--- src/rtl/touch_gen_pkg.sv ---
// touch_gen_pkg: shared constants for the bouncy touch generator.
//   - state encodings for the generator FSM
//   - LFSR feedback taps and the substitute used for an all-zero seed
//   - lfsr_next(): one step of the 16-bit Galois LFSR
package touch_gen_pkg;

    localparam logic [1:0] IDLE   = 2'd0;
    localparam logic [1:0] BOUNCE = 2'd1;
    localparam logic [1:0] SETTLE = 2'd2;

    // The top module has a parameter named SETTLE, so the FSM uses these
    // prefixed names to avoid that parameter shadowing the state constant.
    typedef enum logic [1:0] {
        ST_IDLE   = IDLE,
        ST_BOUNCE = BOUNCE,
        ST_SETTLE = SETTLE
    } state_t;

    localparam logic [15:0] LFSR_TAPS     = 16'hB400;
    localparam logic [15:0] LFSR_ZERO_SUB = 16'h0001;

    // Right-shifting Galois form: the bit shifted out selects the tap XOR.
    function automatic logic [15:0] lfsr_next(input logic [15:0] cur);
        logic [15:0] shifted;
        shifted = cur >> 1;
        return cur[0] ? (shifted ^ LFSR_TAPS) : shifted;
    endfunction

endpackage

--- src/rtl/lfsr16_galois.sv ---
// lfsr16_galois: free-running 16-bit Galois LFSR, advances every cycle.
// Ports:
//   clk_out  in   clock
//   rst      in   asynchronous active-high reset (loads the seed)
//   state    out  current 16-bit LFSR value
// A zero seed would lock the register at zero, so it is replaced by 1.
module lfsr16_galois
    import touch_gen_pkg::*;
#(
    parameter logic [15:0] SEED = 16'hACE1
) (
    input  logic        clk_out,
    input  logic        rst,
    output logic [15:0] state
);

    localparam logic [15:0] INIT = (SEED == 16'h0000) ? LFSR_ZERO_SUB : SEED;

    always_ff @(posedge clk_out or posedge rst) begin
        if (rst) state <= INIT;
        else     state <= lfsr_next(state);
    end

endmodule

--- src/rtl/touch_bounce_gen.sv ---
// touch_bounce_gen: generates a mechanically bouncy touch waveform.
// On an accepted start, touch_out goes to the requested level, then toggles
// 2*BOUNCE_CNT times at pseudo-random spacing (ending at the requested level),
// then holds for SETTLE cycles before pulsing done.
// Ports:
//   clk_out    in   clock
//   rst        in   asynchronous active-high reset; aborts any sequence
//   start      in   one-cycle command, only looked at while idle
//   level      in   target level, captured on acceptance
//   touch_out  out  registered bouncy touch signal
//   busy       out  high from the cycle after acceptance until done
//   done       out  one-cycle end-of-sequence pulse
//   edge_idx   out  bounce toggles issued in the current/last sequence
module touch_bounce_gen
    import touch_gen_pkg::*;
#(
    parameter int          BOUNCE_CNT = 3,
    parameter logic [19:0] GAP_MIN    = 20'd1000,
    parameter logic [15:0] GAP_MASK   = 16'h0FFF,
    parameter logic [19:0] SETTLE     = 20'd600000,
    parameter logic [15:0] LFSR_SEED  = 16'hACE1,
    parameter logic        INIT_LEVEL = 1'b0
) (
    input  logic       clk_out,
    input  logic       rst,
    input  logic       start,
    input  logic       level,
    output logic       touch_out,
    output logic       busy,
    output logic       done,
    output logic [3:0] edge_idx
);

    localparam logic [3:0] LAST_EDGE = 4'(2 * BOUNCE_CNT);

    state_t      state, state_nx;
    logic [19:0] cnt, cnt_nx;
    logic        level_q, level_nx;
    logic        touch_nx, busy_nx, done_nx;
    logic [3:0]  edge_nx;
    logic [15:0] lfsr;
    logic [19:0] gap;

    lfsr16_galois #(.SEED(LFSR_SEED)) u_lfsr (
        .clk_out (clk_out),
        .rst     (rst),
        .state   (lfsr)
    );

    // Random part is masked to 16 bits, so zero-extension cannot overflow
    // as long as GAP_MIN + GAP_MASK fits in 20 bits.
    assign gap = GAP_MIN + {4'b0000, lfsr & GAP_MASK};

    always_ff @(posedge clk_out or posedge rst) begin
        if (rst) begin
            state     <= ST_IDLE;
            cnt       <= '0;
            level_q   <= 1'b0;
            touch_out <= INIT_LEVEL;
            busy      <= 1'b0;
            done      <= 1'b0;
            edge_idx  <= '0;
        end else begin
            state     <= state_nx;
            cnt       <= cnt_nx;
            level_q   <= level_nx;
            touch_out <= touch_nx;
            busy      <= busy_nx;
            done      <= done_nx;
            edge_idx  <= edge_nx;
        end
    end

    always_comb begin
        state_nx = state;
        cnt_nx   = cnt;
        level_nx = level_q;
        touch_nx = touch_out;
        busy_nx  = busy;
        done_nx  = 1'b0;
        edge_nx  = edge_idx;

        case (state)
            ST_IDLE: begin
                if (start) begin
                    level_nx = level;
                    busy_nx  = 1'b1;
                    edge_nx  = '0;
                    if (level == touch_out) begin
                        // Nothing to drive: zero-length settle, done next edge.
                        state_nx = ST_SETTLE;
                        cnt_nx   = '0;
                    end else begin
                        touch_nx = level;
                        if (BOUNCE_CNT == 0) begin
                            state_nx = ST_SETTLE;
                            cnt_nx   = SETTLE - 20'd1;
                        end else begin
                            state_nx = ST_BOUNCE;
                            cnt_nx   = gap - 20'd1;
                        end
                    end
                end
            end

            ST_BOUNCE: begin
                if (cnt == '0) begin
                    // Toggles come in pairs, so the last one lands on level_q.
                    touch_nx = ~touch_out;
                    edge_nx  = edge_idx + 4'd1;
                    if (edge_idx + 4'd1 == LAST_EDGE) begin
                        state_nx = ST_SETTLE;
                        cnt_nx   = SETTLE - 20'd1;
                    end else begin
                        cnt_nx   = gap - 20'd1;
                    end
                end else begin
                    cnt_nx = cnt - 20'd1;
                end
            end

            ST_SETTLE: begin
                if (cnt == '0) begin
                    busy_nx  = 1'b0;
                    done_nx  = 1'b1;
                    state_nx = ST_IDLE;
                end else begin
                    cnt_nx = cnt - 20'd1;
                end
            end

            default: state_nx = ST_IDLE;
        endcase
    end

endmodule

--- config.mk ---
export PLATFORM = sky130hd
export DESIGN_NAME = touch_bounce_gen
export DESIGN_NICKNAME = d
export VERILOG_FILES = /design/src/rtl/touch_gen_pkg.sv /design/src/rtl/lfsr16_galois.sv /design/src/rtl/touch_bounce_gen.sv
export SDC_FILE = /design/constraint.sdc
export NUM_CORES = 1
export LEC_CHECK = 0
export BUFFER_PORTS_ARGS = -buffer_cell sky130_fd_sc_hd__buf_2
export CORE_UTILIZATION = 60
export CTS_BUF_LIST = sky130_fd_sc_hd__clkbuf_4 sky130_fd_sc_hd__clkbuf_8 sky130_fd_sc_hd__clkbuf_16
export DETAILED_ROUTE_END_ITERATION = 6
export PLACE_DENSITY = 0.78
export SLEW_MARGIN = 20
export SYNTH_ARGS = -nofsm -noshare
export SYNTH_HDL_FRONTEND = slang
export SYNTH_SLANG_ARGS = --single-unit
--- constraint.sdc ---
create_clock -name clk_out -period 5.5 [get_ports clk_out]
set_input_delay 0.55 -clock clk_out [delete_from_list [all_inputs] [get_ports clk_out]]
set_output_delay 0.55 -clock clk_out [all_outputs]
set_load 0.01 [all_outputs]
==> results.txt <==
Status -> complete, no violations
Max IR drop VDD -> 273 uV
Initial antenna violation count -> 0
Vias/cell -> 6.58
WP data arrival -> 3.13 ns
Sw Ratio -> 0.470
P_sw -> 710 uW
Clk slew on worst S/H paths -> 0.09 ns
Crit path kind -> register to register
Hold WC Path Type -> register to register
Total number of vias -> 2469
Top-count cell post-synth -> dfrtp_1
PnR worst setup slack -> 2.56 ns
Setup-failing EPs final -> 0
Final TNS setup -> 0 ns
Clock sink total -> 45
Maxcap violations -> 0
Worst-path maximum fanout -> 13
Post-CTS Hold Fix Bufs -> 0
Post-synth EDFFs -> 0
Fin crit period -> 2.94 ns
Synth warn -> 0
Required @ worst endpoint -> 5.68 ns
Number of synthesized register bits -> 45
Num CTS Buffers -> 5
Fin. Hold Viols -> 0
Reg2Reg Capture Point -> cnt[2]$_DFFE_PP0P_
Remaining global-route overflow -> 0
Post-synth top area cell -> dfrtp_1
R2R Path Start -> cnt[0]$_DFFE_PP0P_
Total track usage -> 0.287
IO Port Bufs -> 10
Die ar. -> 5140 sq um
Crit-path cells -> inv_1, ha_1, nor4b_2, nand4_1, nor2_1, a21oi_1, a221oi_1, o311ai_1
WP buf/inv -> 1
CTS tree -> done
Leakage -> 1.32 nW
Clk_skew -> 0.0126 ns
Ant diodes -> 0
Crit end category -> register
Std-Cell Rows -> 24
Synth Net Count -> 337
Top cell type's share of synthesized area -> 0.318
Top cells by area, synth -> dfrtp_1 (32%), dfstp_2 (7.2%), a21oi_1 (5.5%)
Starting DRT DRC Count -> 211
Fraction of power consumed by the clock network -> 0.145
Most frequent cells after synthesis -> dfrtp_1 (37), a21oi_1 (32), o21ai_0 (27)
Clock Tree Buf Depth -> 2
Seq/Total Area, Yosys -> 0.390
Hold wc startpoint -> u_lfsr.state[12]$_DFF_PP0_
Pint -> 800 uW
Chip width -> 71.7 microns
Max stage delay on crit path -> 0.76 ns
Number of global-route vias before repair -> 2345
# resized after CTS -> 0
Syn Area/Cell -> 8.99 sq um
Syn Inst Count -> 324
Post-CTS setup buffer count -> 0
H-tree depth -> 2
Worst Hold Path Cells -> 0
Antenna viol nets, final -> 0
Num ports -> 11
Slew Limit Fails -> 0
Core box area -> 4500 sq um
Global-route wire length before repair -> 11.4 mm
Slack of the worst reg-to-reg path -> 2.56 ns
Total Wirelength -> 6.77 mm
Nets -> 335
Critical path's slowest cell -> nor2_1
Layout area overhead -> 4.38%
DRT Pass-1 Iters -> 4
End of the worst hold path -> u_lfsr.state[11]$_DFF_PP1_
Clock root cell -> clkbuf_8
Starting Density -> 0.647
Share of total power in combinational logic -> 0.531
R2R cell count -> 8
Worst path top cell family by delay -> simple AND/OR/NAND/NOR gates
Cell Area, Synth -> 2910 sq um
Pwr Density -> 496 nW/um^2
Share of cells above drive strength 1 -> 0.142
Post-Place Setup Slack -> 2.67 ns
Synth cell types -> 67
Startpoint class of the critical path -> register
RSZ-0062 raised after global routing -> no
Sequential share of power -> 0.324
Worst slew pin tran -> 0.967 ns
Pin count of the biggest net entering global routing -> 46
DR WL/cell -> 18.0 microns
Max-slew headroom -> 0.353
Die H -> 71.7 microns
Drt drc -> 0
Post-route clock period utilization -> 0.535
Worst-Skew Late Latency -> 0.30 ns
GPL Wtd Cong -> 0.934
DP HPWL -> 4.75 mm
Synth Flop Type -> dfrtp_1
Post-synth ARST share -> 1.00
Fmax -> 340 MHz
[layer usage]
layer	up-vias	track usage	share of wire
li1	1178	-	-
met1	1187	0.381	0.46
met2	88	0.454	0.46
met3	16	0.0492	0.051
met4	0	0.148	0.030
met5	-	0	0
[kinds of logic after synthesis]
| kind of cell | share of synthesized area |
|---|---|
| adder cells (fa/ha/maj) | 0.0386 |
| buffers and inverters | 0.0511 |
| AO/OA/AOI/OAI | 0.236 |
| AND/OR/NAND/NOR | 0.212 |
| XOR/XNOR | 0.0601 |
| multiplexers | 0.0125 |
| flip-flops | 0.390 |
[power groups by stage]
stage | Clock, mW | Combinational [mW] | Sequential, mW
2_1_floorplan | 0 | 0.652 | 0.466
3_3_place_gp | 0 | 0.777 | 0.489
6_report | 0.218 | 0.802 | 0.489
3_5_place_dp | 0 | 0.787 | 0.493
4_1_cts | 0.222 | 0.791 | 0.486
5_1_grt | 0.232 | 0.892 | 0.498
[flip-flops by register name, summed over array words and instances (netlist names)]
signal / cells
u_lfsr.state: 16
done: 1
edge_idx: 4
state: 2
touch_out: 1
busy: 1
cnt: 20
[metrics by stage]
step / cell area (sq um) / hold slack, ns / std cells / power, mW / util
6_report: 3040 / 0.364 / 375 / 1.51 / 0.675
5_1_grt: 3040 / 0.374 / 375 / 1.62 / 0.675
4_1_cts: 3040 / 0.368 / 375 / 1.50 / 0.675
3_5_place_dp: 2940 / 0.347 / 367 / 1.28 / 0.654
3_3_place_gp: 2940 / 0.338 / 367 / 1.27 / 0.654
2_1_floorplan: 2910 / 0.333 / 324 / 1.12 / -
[layout by cell type, fill, tap and decap left out, types with 4 or more instances in the layout]
cell type	n
nand2_1	22
dfstp_2	8
nand3b_1	4
inv_1	14
xnor2_1	13
o21ai_0	27
a21oi_1	32
dfrtp_1	37
clkbuf_8	6
nor3_1	14
buf_2	10
o31ai_1	5
xor2_1	7
ha_1	9
nand3_1	13
a31oi_1	5
nor2_1	18
[how the worst max path moves through the flow]
stage	start	end	depth (start not counted)
2_1_floorplan	cnt[0]$_DFFE_PP0P_	state[0]$_DFFE_PP0P_	7
3_3_place_gp	cnt[0]$_DFFE_PP0P_	cnt[2]$_DFFE_PP0P_	8
3_5_place_dp	cnt[0]$_DFFE_PP0P_	cnt[2]$_DFFE_PP0P_	8
4_1_cts	cnt[0]$_DFFE_PP0P_	cnt[2]$_DFFE_PP0P_	8
5_1_grt	cnt[0]$_DFFE_PP0P_	cnt[2]$_DFFE_PP0P_	8
6_report	cnt[0]$_DFFE_PP0P_	cnt[2]$_DFFE_PP0P_	8
[layout make-up]
type / count / area [sq um]
Clock inverter: 1 / 7.51
Inverter: 15 / 56.3
Sequential cell: 45 / 1140
Fill cell: 369 / 1460
Tap cell: 52 / 65.1
Clock buffer: 7 / 90.1
Timing Repair Buffer: 11 / 57.6
Multi-Input combinational cell: 244 / 1630
No activity file was read; power rests on OpenSTA's default activity.
